===== src/rtl/sr_latch_scheduler.sv =====
// sr_latch_scheduler: round-robin A/B scheduler that pulses S/R into N external SR latches
// and keeps a shadow copy of the latch state, checked against the latch readback.
module sr_latch_scheduler #(
  parameter int N         = 4,
  parameter int IDX_W     = 2,
  parameter int PULSE_CYC = 2,
  parameter int GAP_CYC   = 1
) (
  input  logic             clk,
  input  logic             rst_n,
  input  logic             a_valid,
  output logic             a_ready,
  input  logic [IDX_W-1:0] a_idx,
  input  logic             a_op,
  input  logic             b_valid,
  output logic             b_ready,
  input  logic [IDX_W-1:0] b_idx,
  input  logic             b_op,
  output logic [N-1:0]     s_out,
  output logic [N-1:0]     r_out,
  input  logic [N-1:0]     q_in,
  output logic [N-1:0]     shadow,
  output logic             busy,
  output logic             done,
  output logic             done_src,
  output logic             cmd_err,
  output logic             chk_err
);
  localparam logic [7:0] P_LD = 8'(PULSE_CYC - 1);
  localparam logic [7:0] G_LD = 8'(GAP_CYC - 1);
  typedef enum logic [2:0] {INIT, IDLE, DRIVE, GAP, CHECK} state_t;
  state_t state_q, state_d;
  logic [7:0] cnt_q, cnt_d;
  logic [IDX_W-1:0] idx_q, idx_d;
  logic op_q, op_d, src_q, src_d, bad_q, bad_d, init_q, init_d, last_b_q, last_b_d;
  logic [N-1:0] s_q, s_d, r_q, r_d, shadow_q, shadow_d;
  logic busy_q, done_q, done_d, cmd_err_q, cmd_err_d, chk_err_q, chk_err_d;
  logic grant, g_op, g_bad;
  logic [IDX_W-1:0] g_idx;
  logic [N-1:0] g_oh, g_sh, oh, q_sh;
  assign a_ready = state_q == IDLE && a_valid && (!b_valid || last_b_q);
  assign b_ready = state_q == IDLE && b_valid && !a_ready;
  assign grant   = a_ready | b_ready;
  assign g_idx   = a_ready ? a_idx : b_idx;
  assign g_op    = a_ready ? a_op : b_op;
  assign g_bad   = {1'b0, g_idx} >= (IDX_W+1)'(N);
  // Shifts instead of bit-selects so out-of-range indices read as 0 rather than X.
  assign g_oh    = N'(1) << g_idx;
  assign g_sh    = shadow_q >> g_idx;
  assign oh      = N'(1) << idx_q;
  assign q_sh    = q_in >> idx_q;
  always_comb begin
    state_d   = state_q;
    cnt_d     = cnt_q;
    idx_d     = idx_q;
    op_d      = op_q;
    src_d     = src_q;
    bad_d     = bad_q;
    init_d    = init_q;
    last_b_d  = last_b_q;
    s_d       = '0;
    r_d       = '0;
    shadow_d  = shadow_q;
    done_d    = 1'b0;
    cmd_err_d = 1'b0;
    chk_err_d = chk_err_q;
    case (state_q)
      INIT: begin
        state_d = cnt_q == 8'd0 ? GAP : INIT;
        cnt_d   = cnt_q == 8'd0 ? G_LD : cnt_q - 8'd1;
        r_d     = cnt_q == 8'd0 ? '0 : '1;
      end
      IDLE: if (grant) begin
        idx_d    = g_idx;
        op_d     = g_op;
        src_d    = b_ready;
        bad_d    = g_bad;
        last_b_d = b_ready;
        if (g_bad || g_sh[0] == g_op) begin
          state_d   = CHECK;
          done_d    = 1'b1;
          cmd_err_d = g_bad;
        end else begin
          state_d = DRIVE;
          cnt_d   = P_LD;
          s_d     = g_op ? g_oh : '0;
          r_d     = g_op ? '0 : g_oh;
        end
      end
      DRIVE: begin
        state_d = cnt_q == 8'd0 ? GAP : DRIVE;
        cnt_d   = cnt_q == 8'd0 ? G_LD : cnt_q - 8'd1;
        s_d     = cnt_q == 8'd0 ? '0 : s_q;
        r_d     = cnt_q == 8'd0 ? '0 : r_q;
      end
      GAP: begin
        state_d = cnt_q == 8'd0 ? CHECK : GAP;
        cnt_d   = cnt_q == 8'd0 ? cnt_q : cnt_q - 8'd1;
        done_d  = cnt_q == 8'd0 && !init_q;
      end
      CHECK: begin
        state_d = IDLE;
        init_d  = 1'b0;
        if (init_q) chk_err_d = chk_err_q | (|q_in);
        else if (!bad_q) begin
          shadow_d  = op_q ? shadow_q | oh : shadow_q & ~oh;
          chk_err_d = chk_err_q | (q_sh[0] != op_q);
        end
      end
      default: state_d = INIT;
    endcase
  end
  always_ff @(posedge clk or negedge rst_n) begin
    if (!rst_n) begin
      state_q   <= INIT;
      cnt_q     <= P_LD;
      idx_q     <= '0;
      op_q      <= 1'b0;
      src_q     <= 1'b0;
      bad_q     <= 1'b0;
      init_q    <= 1'b1;
      last_b_q  <= 1'b1;
      s_q       <= '0;
      r_q       <= '1;
      shadow_q  <= '0;
      busy_q    <= 1'b1;
      done_q    <= 1'b0;
      cmd_err_q <= 1'b0;
      chk_err_q <= 1'b0;
    end else begin
      state_q   <= state_d;
      cnt_q     <= cnt_d;
      idx_q     <= idx_d;
      op_q      <= op_d;
      src_q     <= src_d;
      bad_q     <= bad_d;
      init_q    <= init_d;
      last_b_q  <= last_b_d;
      s_q       <= s_d;
      r_q       <= r_d;
      shadow_q  <= shadow_d;
      busy_q    <= state_d != IDLE;
      done_q    <= done_d;
      cmd_err_q <= cmd_err_d;
      chk_err_q <= chk_err_d;
    end
  end
  assign s_out    = s_q;
  assign r_out    = r_q;
  assign shadow   = shadow_q;
  assign busy     = busy_q;
  assign done     = done_q;
  assign done_src = src_q;
  assign cmd_err  = cmd_err_q;
  assign chk_err  = chk_err_q;
endmodule

===== config.mk =====
export PLATFORM = sky130hd
export DESIGN_NAME = sr_latch_scheduler
export DESIGN_NICKNAME = d
export VERILOG_FILES = /design/src/rtl/sr_latch_scheduler.sv
export SDC_FILE = /design/constraint.sdc
export NUM_CORES = 1
export LEC_CHECK = 0
export CAP_MARGIN = 20
export CELL_PAD_IN_SITES_DETAIL_PLACEMENT = 1
export CELL_PAD_IN_SITES_GLOBAL_PLACEMENT = 2
export CORE_MARGIN = 2
export CORE_UTILIZATION = 35
export CTS_BUF_LIST = sky130_fd_sc_hd__clkbuf_2
export CTS_CLUSTER_DIAMETER = 50
export DETAILED_ROUTE_END_ITERATION = 12
export PLACE_DENSITY = 0.9
export SYNTH_ARGS = -nofsm -noshare
export SYNTH_HDL_FRONTEND = slang
export SYNTH_SLANG_ARGS = --single-unit

===== constraint.sdc =====
create_clock -name clk -period 2.8 [get_ports clk]
set_input_delay 0.56 -clock clk [delete_from_list [all_inputs] [get_ports clk]]
set_output_delay 0.56 -clock clk [all_outputs]
set_load 0.01 [all_outputs]

# ---- Word-level counts from Yosys, hierarchy flattened
# Index checks and enable logic that the tools add are counted.
dict set report word_totals {
  ff_bits 32
  inputBits 14
  output_inout_bits 19
  word_cells 81
}
dict set report op_classes {
  addsub 1
  n_eq_ne 11
  shift 4
  mux 28
  bitwise 7
  n_reduce_logical 17
}
# operator count
set op_table {}
lappend op_table {{2-to-1 mux 4 bit} 9}
lappend op_table {{2-to-1 mux 8 bit} 4}
lappend op_table {{case mux 8 bit (3 select lines)} 1}
lappend op_table {{case mux 3 bit (5 select lines)} 1}
lappend op_table {{case mux 4 bit (3 select lines)} 1}
lappend op_table {{2-to-1 mux 3 bit} 3}
lappend op_table {{zero test 8 bit} 1}
lappend op_table {{!= test 2 bit (second input constant)} 4}
lappend op_table {{case mux 4 bit (2 select lines)} 1}
lappend op_table {{left shift 1 x 2 -> 4 bit (first input constant)} 2}
lappend op_table {{right shift 4 x 2 -> 1 bit} 2}
lappend op_table {{subtractor 8 x 1 -> 8 bit (second input constant)} 1}
lappend op_table {{equality test 3 x 2 -> 1 bit (second input constant)} 2}
lappend op_table {{logical AND 1 bit} 5}
lappend op_table {{2-to-1 mux 1 bit} 5}
lappend op_table {{AND 4 bit} 1}
lappend op_table {{2-to-1 mux 2 bit} 2}
lappend op_table {{inverter 4 bit} 1}
lappend op_table {{OR 4 bit} 1}
lappend op_table {{AND reduction 2 bit} 2}
lappend op_table {{AND reduction 4 bit} 1}
lappend op_table {{OR reduction 4 bit} 1}
lappend op_table {{equality test 3 x 1 -> 1 bit (second input constant)} 1}
lappend op_table {{equality test 3 bit (second input constant)} 1}
lappend op_table {{11 further kinds} 15}

# ---- Longest topological paths before layout
dict set report depth {
  word_depth 10
  mapped_depth 8
  mapped_depth_nobuf 7
}

# ---- Least setup slack after synthesis
# No wires, ideal clock.
dict set report synth_path {
  path_type {flip-flop to flip-flop}
  from {reg cnt_q[0]}
  to {reg cnt_q[1]}
  setup_ns 0.121
  arrival_time_ns 1.949
  t_required_ns 2.679
  path_slack_ns 0.730
  path_stages_with_launch 9
  n_path_buf 1
  period_less_slack_ns 2.070
  path_cell_list {dfstp_2 > inv_1 > ha_1 > nor3b_1 > and2_1 > clkbuf_2 > a31oi_1 > o21ai_2 > a22o_1}
}
dict set report synth_between {
  elab_chain_len 3
  elab_cells_between_ends 7
  cone_classes {add/sub (1); eq/ne (1); mux (3); reduce/logical (2)}
}
# element line
set synth_lines {}
lappend synth_lines {{start, declared} 33} ;# logic [7:0] cnt_q, cnt_d;
lappend synth_lines {{start signal, assigned} 132} ;# cnt_q <= cnt_d;
lappend synth_lines {{subtractor 8 x 1 -> 8 bit or zero test 8 bit (tied branches)} {70, 92, 98}}
lappend synth_lines {{2-to-1 mux 8 bit, or another cell as far along} 98} ;# cnt_d = cnt_q == 8'd0 ? cnt_q : cnt_q - 8'd1;
lappend synth_lines {{case mux 8 bit (3 select lines) or AND reduction 4 bit (tied branches)} n/a}
# Parallel ways exist; a longest one is shown, timed or not. The select of a mux whose other input is x is not followed.
# A chain may end at the register's enable or synchronous reset.

# ---- Worst setup path after layout
dict set report layout_path {
  from {reg state_q[0]}
  to {out a_ready}
}
dict set report layout_between {
  elab_chain_len 3
}
# element line
set layout_lines {}
lappend layout_lines {{start, declared} 32} ;# state_t state_q, state_d;
lappend layout_lines {{start signal, assigned} 131} ;# state_q <= state_d;
lappend layout_lines {{equality test 3 x 1 -> 1 bit} 41} ;# assign a_ready = state_q == IDLE && a_valid && (!b_valid || last_b_q);
lappend layout_lines {{logical AND 1 bit (2 in a row)} 41}
lappend layout_lines {{end, declared} 12} ;# output logic a_ready,
# No other way between the ends.

==> impl_metrics.tcl <==
set metrics [dict create \
    grtUsageTotal_pct 16.7 \
    wl_um 4500 \
    nets 228 \
    drcViolationCount 0 \
    clock_latency_ns 0.37 \
    fmax_mhz 382 \
    cpPeakStageDelay_ns 0.54 \
    dr.pass1.iters 4 \
    utilization_pct 45.4 \
    fin_area_um2 2300 \
    cp_cell_sequence "nor3b_4 > buf_4 > nand3_4 > inv_1 > clkdlybuf4s50_1" \
    vias 1455 \
    antenna-diode-count 0 \
    pin_count 33 \
    grt_start_max_net_pins 33 \
    yosysSeqAreaShare_pct 44.2 \
    p_leak_nw 0.965 \
    io_buffers 31 \
    cp_num_buf_inv 3 \
    grt_pass1_wl_um 7840 \
    grt-ovfl-total 0 \
    cts_buffer_depth 2 \
    slew_headroom_pct 63.8 \
    drtIter0Drc 94 \
    drv_slew 0 \
    synth_top_area_share_pct 32.7 \
    viasPerCell 5.14 \
    place.gp.congestion 0.767 \
    cp.required_ns 2.24 \
    antenna_found_initial 0 \
    peakVddDrop_uv 144 \
    powerDensity_nw_per_um2 322 \
    setup_viol 0 \
    worst-setup-path-type "flip-flop to primary output" \
    cts_root_buf "clkbuf_2" \
    placed_area_um2 2240 \
    path_clk_slew_ns 0.15 \
    min_path_type "flip-flop to flip-flop" \
    cp_max_fo 10 \
    synth_async_sr_flop_share_pct 100 \
    fin_crit_sh_pct 93.5 \
    synth-seq-cells 32 \
    grt_pass1_vias 1608 \
    finClkSkew_ns 0.0112 \
    final_cell_count_no_fill 283 \
    layout-drive-gt1-share_pct 23.0 \
    fin_crit_ns 2.62 \
    cp-start-kind "flip-flop" \
    netlist-cell-type-count 54 \
    finalPower_mw 0.742 \
    synth_area_leaders "dfrtp_1, dfstp_2, mux4_2, nand2_1, mux2_2" \
    die_w_um 76.4 \
    synth.largest_area_cell "dfrtp_1" \
    crit_path_end_kind "primary output" \
    tightest_slew_ns 0.542 \
    clock_sinks 32 \
    yosysWarnings 0 \
    dieArea_um2 5840 \
    cpMaxStageDelayCell "clkdlybuf4s50_1" \
    start_util_pct 36.2 \
    avgSynthCellArea_um2 10.8 \
    syn-cell-area_um2 1840 \
    cp_top_family "buffers and inverters" \
    syn-num-nets 186 \
    cap_violations 0 \
    cts_buffers 5 \
    syn_to_final_growth_pct 25.6 \
    rsz0062_at_grt "no" \
    status "complete, no violations" \
    synth_edf_count 0 \
    wire_per_inst_um 15.9 \
    cts_tree "done" \
    critical_path_arrival_ns 2.06 \
    fin_tns_setup_ns 0 \
    n_fill_cell 593 \
    dp_cells 272 \
    antenna_left 0 \
    rows 26 \
    hpwl_um 3420 \
    htree_levels 2 \
    ys.flop_type "dfrtp_1" \
    coreArea_um2 5070 \
    hold_violations 0 \
    fp.dieH_um 76.4 \
    synthCells 170 \
]
==> path summary, 6_finish.rpt <==
check	from	to	slack [ns]	cells past startpoint
min in group asynchronous	rst_n	s_out[2]	0.56	2
max in group asynchronous	rst_n	init_q	1.90	2
hold reg to reg	chk_err	chk_err	0.50	1
setup reg to reg	cnt_q[1]	cnt_q[4]	0.50	7
setup / recovery	state_q[0]	a_ready	0.18	5
hold / removal	chk_err	chk_err	0.50	1
==> cell usage in the layout (no fill, tap or decap), types with 2 or more instances in the layout <==
cell type and n:
nand2_1 17, nor2_1 11, and2_1 2, buf_4 10, a21o_1 3, a21oi_1 6, xnor2_1 2, a31oi_1 4
o311ai_1 4, o2bb2ai_1 3, nor3_1 4, mux2i_4 2, ha_1 2, o22a_1 2, mux4_2 3, clkdlybuf4s50_1 31
dfstp_2 8, nor2b_1 4, nand2b_1 4, o31ai_1 2, nand3_1 2, a32o_2 2, or2_2 2, o21ai_0 8
a32o_1 2, mux2_2 4, inv_1 6, mux2i_1 3, nand3b_1 3, clkbuf_2 7, nor4_1 5, dfrtp_1 23
==> stage by stage <==
step	setup WS (ns)	hold WS [ns]
floorplan	0.730	0.264
global placement	0.260	0.456
detailed placement	0.198	0.462
CTS	0.0172	0.503
global route	0.00632	0.529
finish	0.181	0.495
==> kinds of logic (layout without fill, tap and decap cells) <==
kind of cell	count (synthesis)	count (layout)	share of synthesized area [%]
DFF	32	32	44.2
buffers and inverters	13	56	3.82
adders and majority gates	2	2	1.36
muxes	12	12	10.2
xor gates and xnor gates	3	3	1.43
and+or+nand+nor	63	63	20.5
other	1	1	0.204
AOI/OAI and AO/OA	44	44	18.3
==> power breakdown <==
group	total, mW	leakage [nW]	switching (mW)	internal [mW]
sequential	0.464	0.399	0.000357	0.464
clock	0.224	0.0306	0.157	0.0669
combinational	0.0537	0.535	0.0275	0.0261
==> layout make-up <==
cell class / count / area, um^2 / area share [%]
Multi-Input combinational cell: 125 / 955 / 41.4
Clock inverter: 1 / 3.75 / 0.163
Timing Repair Buffer: 41 / 385 / 16.7
Inverter: 7 / 26.3 / 1.14
Tap cell: 70 / 87.6 / 3.80
Clock buffer: 7 / 35.0 / 1.52
Sequential cell: 32 / 812 / 35.2
==> per-layer routing <==
metal / vias to the layer above / track usage, % / part of all wire [%]
met4: 0 / 6.00 / 1.6
met3: 8 / 2.84 / 2.3
met5: - / 0 / 0
met2: 19 / 27.4 / 49
met1: 721 / 22.2 / 47
li1: 707 / - / -
==> cells in the mapped netlist (4+ instances only) <==
| cell type | instances |
|---|---|
| nor2b_1 | 4 |
| o311ai_1 | 4 |
| nor3_1 | 4 |
| dfrtp_1 | 24 |
| inv_1 | 6 |
| a21oi_1 | 6 |
| dfstp_2 | 8 |
| nor2_1 | 11 |
| nand2_1 | 17 |
| nand2b_1 | 4 |
| nor4_1 | 5 |
| a31oi_1 | 4 |
| o21ai_0 | 8 |
| mux2_2 | 4 |
==> repair_timing <==
| item | in CTS | in global routing |
|---|---|---|
| hold buffers | 0 | 0 |
| endpoints found under the hold margin | 0 | 0 |
| resized for setup | 0 | 1 |
| setup endpoints to repair | 0 | 2 |
| setup buffers | 0 | 3 |
No activity file was read; power rests on OpenSTA's default activity.
